`config.mk`:
```
export PLATFORM = sky130hd
export DESIGN_NAME = param_lock_fsm
export DESIGN_NICKNAME = d
export VERILOG_FILES = /design/src/rtl/param_lock_fsm.sv
export SDC_FILE = /design/constraint.sdc
export NUM_CORES = 1
export LEC_CHECK = 0
export BUFFER_PORTS_ARGS = -buffer_cell sky130_fd_sc_hd__buf_2
export CORE_MARGIN = 4
export CORE_UTILIZATION = 59
export CTS_CLUSTER_SIZE = 25
export DETAILED_ROUTE_END_ITERATION = 10
export PLACE_DENSITY = 0.8
export SLEW_MARGIN = 20
export SYNTH_ARGS = -nofsm -noshare
export SYNTH_HDL_FRONTEND = slang
export SYNTH_SLANG_ARGS = --single-unit
export TNS_END_PERCENT = 1
```
`constraint.sdc`:
```
create_clock -name clk -period 2.4 [get_ports clk]
set_input_delay 0.48 -clock clk [delete_from_list [all_inputs] [get_ports clk]]
set_output_delay 0.48 -clock clk [all_outputs]
set_load 0.03 [all_outputs]
```
`src/rtl/param_lock_fsm.sv`:
```
// Digit-entry code lock with retry lockout and a two-entry code change sequence.
// All outputs registered; result pulses appear the cycle after the final digit strobe, with no backpressure.
module param_lock_fsm #(
  parameter int DIGITS      = 4,
  parameter int DW          = 4,
  parameter int MAX_TRIES   = 3,
  parameter int LOCKOUT_CYC = 1000,
  localparam int IW = (DIGITS > 1) ? $clog2(DIGITS) : 1,
  localparam int FW = $clog2(MAX_TRIES + 1),
  localparam int CW = $clog2(LOCKOUT_CYC)
) (
  input  logic                 clk,
  input  logic                 rst,
  input  logic                 ent,
  input  logic                 clr,
  input  logic                 change,
  input  logic [DW-1:0]        sw,
  output logic [2:0]           state_o,
  output logic [IW-1:0]        digit_idx,
  output logic [DIGITS*DW-1:0] entry_o,
  output logic [FW-1:0]        fail_cnt,
  output logic                 ok_p,
  output logic                 err_p
);

  typedef enum logic [2:0] {
    LOCKED   = 3'd0,
    OPEN     = 3'd1,
    CHG_NEW  = 3'd2,
    CHG_CONF = 3'd3,
    LOCKOUT  = 3'd4
  } state_t;

  state_t               state, state_n;
  logic [DIGITS*DW-1:0] entry_n, pw, pw_n, cand, cand_n, full;
  logic [IW-1:0]        idx_n, slot;
  logic [FW-1:0]        fail_n;
  logic [CW-1:0]        cnt, cnt_n;
  logic                 ok_n, err_n, last;

  assign state_o = state;
  // The final digit is taken straight from sw so the compare needs no extra cycle.
  assign full    = {entry_o[DIGITS*DW-1:DW], sw};
  assign last    = (digit_idx == IW'(DIGITS - 1));
  assign slot    = IW'(DIGITS - 1) - digit_idx;

  always_comb begin
    state_n = state;
    entry_n = entry_o;
    idx_n   = digit_idx;
    fail_n  = fail_cnt;
    pw_n    = pw;
    cand_n  = cand;
    cnt_n   = cnt;
    ok_n    = 1'b0;
    err_n   = 1'b0;

    if (state == LOCKOUT) begin
      if (cnt == '0) begin
        state_n = LOCKED;
        fail_n  = '0;
      end else begin
        cnt_n = cnt - 1'b1;
      end
    end else if (clr) begin
      entry_n = '0;
      idx_n   = '0;
    end else if (change && state == OPEN) begin
      state_n = CHG_NEW;
      entry_n = '0;
      idx_n   = '0;
    end else if (ent) begin
      if (!last) begin
        entry_n[int'(slot)*DW +: DW] = sw;
        idx_n = digit_idx + 1'b1;
      end else begin
        entry_n = '0;
        idx_n   = '0;
        case (state)
          LOCKED: begin
            if (full == pw) begin
              state_n = OPEN;
              fail_n  = '0;
              ok_n    = 1'b1;
            end else begin
              fail_n = fail_cnt + 1'b1;
              err_n  = 1'b1;
              if (fail_cnt == FW'(MAX_TRIES - 1)) begin
                state_n = LOCKOUT;
                cnt_n   = CW'(LOCKOUT_CYC - 1);
              end
            end
          end
          OPEN: begin
            if (full == pw) begin
              state_n = LOCKED;
              ok_n    = 1'b1;
            end else begin
              err_n = 1'b1;
            end
          end
          CHG_NEW: begin
            cand_n  = full;
            state_n = CHG_CONF;
          end
          CHG_CONF: begin
            state_n = OPEN;
            if (full == cand) begin
              pw_n = cand;
              ok_n = 1'b1;
            end else begin
              err_n = 1'b1;
            end
          end
          default: state_n = LOCKED;
        endcase
      end
    end
  end

  always_ff @(posedge clk or posedge rst) begin
    if (rst) begin
      state     <= LOCKED;
      entry_o   <= '0;
      digit_idx <= '0;
      fail_cnt  <= '0;
      pw        <= '0;
      cand      <= '0;
      cnt       <= '0;
      ok_p      <= 1'b0;
      err_p     <= 1'b0;
    end else begin
      state     <= state_n;
      entry_o   <= entry_n;
      digit_idx <= idx_n;
      fail_cnt  <= fail_n;
      pw        <= pw_n;
      cand      <= cand_n;
      cnt       <= cnt_n;
      ok_p      <= ok_n;
      err_p     <= err_n;
    end
  end

endmodule

```
==> impl_metrics.json, run 1 <==
{
  "criticalPathCategory": "reg -> reg",
  "die_w_um": 83.7,
  "track_usage_pct": 21.4,
  "cp_slowest_cell": "dfrtp_1",
  "critPathBufInv": 0,
  "r2r_end": "cnt[3]$_DFFE_PP0P_",
  "synth_top_family_by_area": "simple AND/OR/NAND/NOR gates",
  "finalSetupViolCount": 0,
  "dpl_cell_area_um2": 3640,
  "clock_latency_ns": 0.35,
  "htree_levels": 3,
  "final_common_cell": "dfrtp_1",
  "crit_chain": "or3b_4 -> a41oi_2 -> nand2_1 -> or3_1 -> a21boi_1",
  "worst_pin_slew_ns": 0.683,
  "grt_max_degree": 47,
  "antenna_cells": 0,
  "async_flop_share_pct": 100,
  "drt_wl_total_mm": 6.93,
  "max-slew-margin-rel_pct": 54.1,
  "rsz0062_at_grt": "no",
  "final_cell_mix": "dfrtp_1 (67), buf_2 (33), nand2_1 (22)",
  "synthFlopType": "dfrtp_1",
  "syn-cell-area_um2": 3380,
  "end_kind": "flip-flop",
  "rr_worst_depth": 5,
  "min_period_ns": 2.18,
  "firstDrtPassIters": 4,
  "post_cts_resize_count": 0,
  "finalCoreUtilization_pct": 69.8,
  "gr-total-overflow": 0,
  "required_ns": 2.67,
  "fmax_ghz": 0.458,
  "hpwl_mm": 4.88,
  "syn-num-nets": 310,
  "drtAntennaViolNets": 0,
  "synthCells": 295,
  "grt_pass1_vias": 2435,
  "root_buffer": "clkbuf_8",
  "cts_tree": "yes",
  "core-area_um2": 5540,
  "place_congestion": 0.816,
  "drt_iter0_drc": 93,
  "start_kind": "flip-flop",
  "final_area_um2": 3860,
  "numCtsBuffers": 9,
  "post-cts-setup-buffers": 0,
  "antenna_found_initial": 0,
  "slowest_delay_ns": 0.51,
  "synth-compound-area-share_pct": 8.35,
  "dieArea_um2": 7010,
  "cp_max_fo": 12,
  "fin_skew_ns": 0.0110,
  "synthAdderAreaFrac_pct": 2.22,
  "reg2reg_from": "state_o[1]$_DFFE_PP0P_",
  "clk_pin_slew_worst_paths_ns": 0.07,
  "hold_viol_final": 0,
  "cts_sinks": 67,
  "vias": 2360,
  "grt_pass1_wl_mm": 11.8,
  "p_leak_uw": 0.00192,
  "synth_edf_count": 0,
  "ys_seq_elements": 67,
  "period_share_pct": 90.9,
  "synth_cell_types": 51,
  "holdCritPathClass": "in -> async",
  "drcViolationCount": 0,
  "start_util_pct": 61.1,
  "seq_area_frac_synth_pct": 49.5,
  "die_h_um": 83.7,
  "via_per_inst": 5.67,
  "power.density_nw_per_um2": 867,
  "p_total_uw": 3350,
  "cap_violations": 0,
  "drive_gt1_share_pct": 28.5,
  "final_nets": 354,
  "io_buffers": 33,
  "synthMuxAreaShare_pct": 10.9,
  "cpLargestDelayFamily": "simple AND/OR/NAND/NOR gates",
  "placement_rows": 27,
  "area_growth_pct": 14.2,
  "yosys_warnings": 0,
  "synthXorXnorAreaFrac_pct": 9.83,
  "synth-simple-area-share_pct": 14.5,
  "io_pins": 34,
  "report.final.slew_viol_count": 0,
  "clockBufferDepth": 2,
  "syn_avg_cell_area_um2": 11.5,
  "peakVddDrop_mv": 0.603,
  "finalSetupTns_ns": 0,
  "holdBufCountCts": 0,
  "status": "completed",
  "cp.arrival_ns": 2.45,
  "wl_per_cell_um": 16.7,
  "r2r_slack_ns": 0.22
}
[synth_stat cells, drive strengths merged (2+ instances only)]
cell / n / area (µm²)
a21boi: 2 / 15.0
nor2b: 6 / 37.5
dfrtp: 67 / 1680
xor2: 21 / 184
nor4: 7 / 56.3
ha: 6 / 75.1
nand2b: 2 / 12.5
xnor2: 17 / 149
a22o: 4 / 36.3
nor3: 6 / 30.0
nand4: 7 / 43.8
nor2: 16 / 62.6
buf: 10 / 92.6
and2: 2 / 12.5
a21oi: 6 / 41.3
o21ai: 13 / 65.1
inv: 17 / 63.8
nand2: 22 / 82.6
a21o: 2 / 15.0
or3: 3 / 18.8
nand4b: 3 / 26.3
mux2: 28 / 368
o22ai: 4 / 25.0
or4: 2 / 18.8
nand3: 7 / 35.0
[worst reg2reg max path, cell delays in order, from the launching register on]
cell      delay, ns
dfrtp_1        0.51
or3b_4         0.46
a41oi_2        0.46
nand2_1        0.19
or3_1          0.34
a21boi_1       0.15
[power breakdown]
part	switching [µW]	internal (µW)	leakage, µW
Clock	444	613	0.000108
Sequential	140	1250	0.000877
Combinational	560	345	0.000935
Total	1140	2210	0.00192
[cell type report]
| cell class | instances | area, µm² |
|---|---|---|
| sequential | 67 | 1680 |
| fill | 419 | 1680 |
| multi-input combinational | 200 | 1550 |
| timing repair buffer | 44 | 260 |
| clock buffer | 10 | 138 |
| tap | 72 | 90.1 |
| clock inverter | 6 | 88.8 |
| inverter | 17 | 63.8 |
[kinds of logic (layout without fill, tap and decap cells)]
group           count (synthesis)  after routing
compound gates                 40             40
flops                          67             67
xor+xnor                       38             38
simple gates                   88             88
mux                            28             28
buf+inv                        28             77
fa+ha+maj                       6              6
[how the worst max path moves through the flow]
stage / startpoint / end / slack (ns) / cells past startpoint
after floorplan: digit_idx[0]$_DFFE_PP0P_ / cand[10]$_DFFE_PP0P_ / 0.20 / 7
after global placement: sw[1] / pw[0]$_DFFE_PP0P_ / 0.27 / 7
after detailed placement: sw[1] / pw[15]$_DFFE_PP0P_ / 0.19 / 7
after CTS: state_o[1]$_DFFE_PP0P_ / cnt[3]$_DFFE_PP0P_ / 0.24 / 5
after global routing: state_o[1]$_DFFE_PP0P_ / cnt[3]$_DFFE_PP0P_ / 0.07 / 5
final: state_o[1]$_DFFE_PP0P_ / cnt[3]$_DFFE_PP0P_ / 0.22 / 5
[per-stage QoR]
stage	setup WS [ns]	cells	hold WS, ns
4_1_cts	0.237	416	0.166
2_1_floorplan	0.198	295	0.483
5_1_grt	0.0717	416	0.199
3_3_place_gp	0.270	400	0.478
6_report	0.219	416	0.151
3_5_place_dp	0.186	400	0.484
[sequential cells by signal, indices dropped and copies added (netlist names), 2 cells and up]
register and count:
digit_idx 2, cnt 10, cand 16, pw 16
state_o 3, fail_cnt 2, entry_o 16
[routing by layer]
metal | share of wire [%] | GRT usage (%) | routed length, µm
met5 | 0 | 0 | 0
met4 | 1.5 | 10.2 | 104
met2 | 49 | 32.9 | 3400
met1 | 45 | 29.0 | 3100
met3 | 4.7 | 4.44 | 327
Power figures use the tool's default switching activity.
==> run 2: changes to the inputs <==
--- a/config.mk
+++ b/config.mk
@@ -6,13 +6,15 @@
 export NUM_CORES = 1
 export LEC_CHECK = 0
 export BUFFER_PORTS_ARGS = -buffer_cell sky130_fd_sc_hd__buf_2
+export CELL_PAD_IN_SITES_DETAIL_PLACEMENT = 1
+export CELL_PAD_IN_SITES_GLOBAL_PLACEMENT = 1
 export CORE_MARGIN = 4
-export CORE_UTILIZATION = 59
+export CORE_UTILIZATION = 47
 export CTS_CLUSTER_SIZE = 25
 export DETAILED_ROUTE_END_ITERATION = 10
-export PLACE_DENSITY = 0.8
+export PLACE_DENSITY_LB_ADDON = 0.1
 export SLEW_MARGIN = 20
 export SYNTH_ARGS = -nofsm -noshare
 export SYNTH_HDL_FRONTEND = slang
 export SYNTH_SLANG_ARGS = --single-unit
-export TNS_END_PERCENT = 1
+export TNS_END_PERCENT = 50
==> constraint.sdc (replaced) <==
create_clock -name clk -period 2.4 [get_ports clk]
set_input_delay 0.48 -clock clk [delete_from_list [all_inputs] [get_ports clk]]
set_output_delay 0.48 -clock clk [all_outputs]
set_load 0.01 [all_outputs]
==> run 2 against run 1 <==
  * Power decreased by 3.3%
  * Combinational power decreased by 6.7%
  * Global-route usage decreased by 1.5 points
  * Utilization decreased by 13 points
  * Count of clock-buffer cells in the layout increased by 2
  * Clock power decreased by 6%
  * Sequential share of layout area decreased by 0.35 points
  * Highest routed layer unchanged
  * Hold slack improved by 0.016 ns
  * Largest power group unchanged
  * Routed wire length increased by 13%
==> impl_metrics.json, run 2 (same netlist as run 1, synthesis figures left out) <==
{
  "status": "completed",
  "track_usage_pct": 19.9,
  "post_layout_nonfiller_instances": 442,
  "dpl_cell_area_um2": 3680,
  "fin_skew_ns": 0.00756,
  "drcViolationCount": 0,
  "critPathBufInv": 0,
  "gr-total-overflow": 0,
  "via_per_inst": 5.34,
  "start_util_pct": 49.0,
  "finalCoreUtilization_pct": 56.4,
  "period_share_pct": 88.0,
  "drive_gt1_share_pct": 28.9,
  "post_cts_resize_count": 0,
  "start_kind": "flip-flop",
  "hold_viol_final": 0,
  "antenna_cells": 0,
  "holdBufCountCts": 0,
  "final_common_cell": "dfrtp_1",
  "cp.arrival_ns": 2.38,
  "peakVddDrop_mv": 0.440,
  "drt_iter0_drc": 66,
  "top_regs": "cand: 16 flops, entry_o: 16 flops, pw: 16 flops",
  "fmax_ghz": 0.473,
  "reg2reg_from": "state_o[2]$_DFFE_PP0P_",
  "cap_violations": 0,
  "fillers": 784,
  "r2r_slack_ns": 0.29,
  "cpLargestDelayFamily": "simple AND/OR/NAND/NOR gates",
  "firstDrtPassIters": 4,
  "report.final.slew_viol_count": 0,
  "whs_ns": 0.166,
  "die_w_um": 92.9,
  "cts_sinks": 67,
  "power.density_nw_per_um2": 832,
  "rsz0062_at_grt": "no",
  "post-cts-setup-buffers": 0,
  "drt_wl_total_mm": 7.86,
  "criticalPathCategory": "reg -> reg",
  "io_buffers": 33,
  "antenna_found_initial": 0,
  "use_met1_pct": 26.8,
  "final_nets": 356,
  "core-area_um2": 6910,
  "grt_max_degree": 31,
  "final_cell_mix": "dfrtp_1 (67), buf_2 (33), nand2_1 (22)",
  "die_h_um": 92.9,
  "p_leak_uw": 0.00193,
  "drtAntennaViolNets": 0,
  "max-slew-margin-rel_pct": 64.6,
  "use_met2_pct": 31.2,
  "io_pins": 34,
  "holdCritPathClass": "in -> async",
  "required_ns": 2.67,
  "min_period_ns": 2.11,
  "wl_per_cell_um": 17.8,
  "busiest_layer": "met2",
  "final_area_um2": 3900,
  "cp_max_fo": 11,
  "finalSetupTns_ns": 0,
  "r2r_end": "cnt[3]$_DFFE_PP0P_",
  "worst_pin_slew_ns": 0.530,
  "use_met3_pct": 4.71,
  "vias": 2360,
  "clock_latency_ns": 0.34,
  "area_growth_pct": 15.1,
  "htree_levels": 3,
  "rr_worst_depth": 5,
  "dieArea_um2": 8620,
  "place_congestion": 0.816,
  "slowest_delay_ns": 0.57,
  "root_buffer": "clkbuf_8",
  "numPlacedInstances": 426,
  "clk_pin_slew_worst_paths_ns": 0.07,
  "cp_slowest_cell": "dfrtp_1",
  "finalSetupViolCount": 0,
  "placement_rows": 30,
  "grt_pass1_wl_mm": 13.2,
  "crit_chain": "or3b_4 -> a41oi_2 -> nand2_1 -> or3_1 -> a21boi_1",
  "numCtsBuffers": 9,
  "clockBufferDepth": 2,
  "end_kind": "flip-flop",
  "grt_pass1_vias": 2556,
  "hpwl_mm": 5.74,
  "cts_tree": "yes"
}
==> run 2: final cells by class <==
cell class | count | area (µm²) | share of cell area (%)
multi-input cells | 200 | 1550 | 39.7
clock buffers | 12 | 165 | 4.24
clock inverters | 4 | 47.5 | 1.22
inverters | 17 | 63.8 | 1.64
flip-flops and latches | 67 | 1680 | 43.0
repair buffers | 46 | 275 | 7.06
well taps | 96 | 120 | 3.08
==> run 2: through the flow <==
stage,setup WS [ns],power [µW]
global route,0.133,3430
global placement,0.282,2230
floorplan,0.237,1970
finish,0.288,3240
detailed placement,0.205,2260
CTS,0.283,3270
==> run 2: where the power goes <==
part           total (µW)  switching [µW]  internal (µW)  leakage, µW
Clock                1000             440            562     0.000108
Combinational         844             482            362     0.000943
Sequential           1390             146           1250     0.000877
Total                3240            1070           2170      0.00193
==> run 2: metal layers <==
metal	vias up	routed length [µm]	part of all wire, %
met5	-	0	0
met4	0	106	1.3
met3	10	240	3.1
met2	33	3750	48
met1	1206	3770	48
li1	1111	-	-
==> run 2: worst max path at each step <==
stage / startpoint / to / slack [ns] / cells past startpoint
after floorplan: rst / cand[0]$_DFFE_PP0P_ / 0.24 / 1
after global placement: sw[2] / cnt[3]$_DFFE_PP0P_ / 0.28 / 6
after detailed placement: sw[2] / pw[1]$_DFFE_PP0P_ / 0.20 / 7
after CTS: state_o[2]$_DFFE_PP0P_ / cnt[8]$_DFFE_PP0P_ / 0.28 / 6
after global routing: state_o[2]$_DFFE_PP0P_ / cnt[3]$_DFFE_PP0P_ / 0.13 / 5
final: state_o[2]$_DFFE_PP0P_ / cnt[3]$_DFFE_PP0P_ / 0.29 / 5
==> run 3: changes to the inputs <==
--- a/config.mk
+++ b/config.mk
@@ -8,7 +8,7 @@
 export BUFFER_PORTS_ARGS = -buffer_cell sky130_fd_sc_hd__buf_2
 export CELL_PAD_IN_SITES_DETAIL_PLACEMENT = 1
 export CELL_PAD_IN_SITES_GLOBAL_PLACEMENT = 1
-export CORE_MARGIN = 4
+export CORE_MARGIN = 5
 export CORE_UTILIZATION = 47
 export CTS_CLUSTER_SIZE = 25
 export DETAILED_ROUTE_END_ITERATION = 10
==> run 3 against run 2 <==
  * Global-route usage down 0.86 points
  * Clock power increased by 8%
  * Via count down 1.1%
  * Critical endpoint is now pw[14]$_DFFE_PP0P_
  * Largest cell class unchanged
==> impl_metrics.json, run 3 (same netlist as run 1, synthesis figures left out) <==
{
  "track_usage_pct": 19.1,
  "place_congestion": 0.773,
  "final_cell_mix": "dfrtp_1 (67), buf_2 (33), nand2_1 (22)",
  "final_area_um2": 3900,
  "io_buffers": 33,
  "worst_pin_slew_ns": 0.648,
  "holdCritPathClass": "in -> async",
  "report.final.slew_viol_count": 0,
  "fin_skew_ns": 0.0126,
  "root_buffer": "clkbuf_8",
  "cts_sinks": 67,
  "placement_rows": 31,
  "final_common_cell": "dfrtp_1",
  "top_regs": "cand: 16 flops, entry_o: 16 flops, pw: 16 flops",
  "clock_latency_ns": 0.34,
  "drive_gt1_share_pct": 28.2,
  "fmax_ghz": 0.465,
  "final_nets": 354,
  "criticalPathCategory": "reg -> reg",
  "drcViolationCount": 0,
  "numCtsBuffers": 9,
  "rsz0062_at_grt": "no",
  "wl_per_cell_um": 17.6,
  "drt_iter0_drc": 46,
  "area_growth_pct": 15.2,
  "die_w_um": 94.9,
  "dpl_cell_area_um2": 3670,
  "start_kind": "flip-flop",
  "via_per_inst": 5.27,
  "dieArea_um2": 9000,
  "whs_ns": 0.202,
  "cp_max_fo": 9,
  "p_total_uw": 3280,
  "antenna_found_initial": 0,
  "cpLargestDelayFamily": "simple AND/OR/NAND/NOR gates",
  "critPathBufInv": 1,
  "finalCoreUtilization_pct": 54.6,
  "cts_tree": "yes",
  "p_leak_uw": 0.00192,
  "grt_pass1_vias": 2549,
  "htree_levels": 3,
  "grt_pass1_wl_mm": 13.0,
  "required_ns": 2.63,
  "hold_viol_final": 0,
  "cp.arrival_ns": 2.38,
  "finalSetupViolCount": 0,
  "io_pins": 34,
  "post_cts_resize_count": 0,
  "finalSetupTns_ns": 0,
  "fillers": 812,
  "peakVddDrop_mv": 0.541,
  "cp_slowest_cell": "dfrtp_1",
  "firstDrtPassIters": 4,
  "max-slew-margin-rel_pct": 56.4,
  "drt_wl_total_mm": 7.80,
  "die_h_um": 94.9,
  "power.density_nw_per_um2": 842,
  "clk_pin_slew_worst_paths_ns": 0.08,
  "clockBufferDepth": 2,
  "hpwl_mm": 5.51,
  "grt_max_degree": 68,
  "period_share_pct": 89.6,
  "antenna_cells": 0,
  "slowest_delay_ns": 0.51,
  "status": "completed",
  "gr-total-overflow": 0,
  "cap_violations": 0,
  "post-cts-setup-buffers": 0,
  "end_kind": "flip-flop",
  "drtAntennaViolNets": 0,
  "min_period_ns": 2.15,
  "start_util_pct": 47.4,
  "vias": 2335,
  "holdBufCountCts": 0,
  "core-area_um2": 7140,
  "crit_chain": "xnor2_1 -> nand4_1 -> nor4_2 -> and4_1 -> buf_4 -> mux2_2"
}
[run 3: path summary, 6_finish.rpt]
| kind | cells after the start | endpoint | slack (ns) | start |
|---|---|---|---|---|
| worst max-delay path | 6 | pw[14]$_DFFE_PP0P_ | 0.25 | entry_o[11]$_DFFE_PP0P_ |
| worst min-delay path | 3 | cnt[1]$_DFFE_PP0P_ | 0.20 | rst |
| max in group asynchronous | 3 | entry_o[14]$_DFFE_PP0P_ | 1.89 | rst |
| worst max register to register | 6 | pw[14]$_DFFE_PP0P_ | 0.25 | entry_o[11]$_DFFE_PP0P_ |
| worst min register to register | 1 | entry_o[1]$_DFFE_PP0P_ | 0.51 | entry_o[1]$_DFFE_PP0P_ |
| min in group clk | 2 | entry_o[15]$_DFFE_PP0P_ | 0.43 | sw[3] |
[run 3: tightest hold or removal path, stage by stage]
cell	delay (ns)
buf_2	0.10
inv_2	0.06
buf_12	0.31
[run 3: cell type report]
cell class,instances,area [µm²],area share [%]
inverters,17,63.8,1.64
repair buffers,44,260,6.67
multi-input cells,200,1550,39.7
clock buffers,12,155,3.98
well taps,99,124,3.18
flip-flops and latches,67,1680,43.0
clock inverters,4,72.6,1.86
[run 3: per-layer routing]
layer / GRT usage, % / vias to the layer above / share of wire, %
met5: 0 / - / 0
li1: - / 1111 / -
met1: 25.5 / 1185 / 47
met2: 30.5 / 31 / 49
met3: 3.59 / 8 / 2.5
met4: 7.69 / 0 / 1.4
[run 3: where the power goes]
part | switching [µW] | internal [µW] | total, µW
clock | 437 | 641 | 1080
sequential | 150 | 1250 | 1400
combinational | 461 | 346 | 807
[run 3: through the flow]
stage | worst slack [ns] | std cells
2_1_floorplan | 0.237 | 295
3_3_place_gp | 0.310 | 427
3_5_place_dp | 0.212 | 427
4_1_cts | 0.242 | 443
5_1_grt | 0.130 | 443
6_report | 0.251 | 443
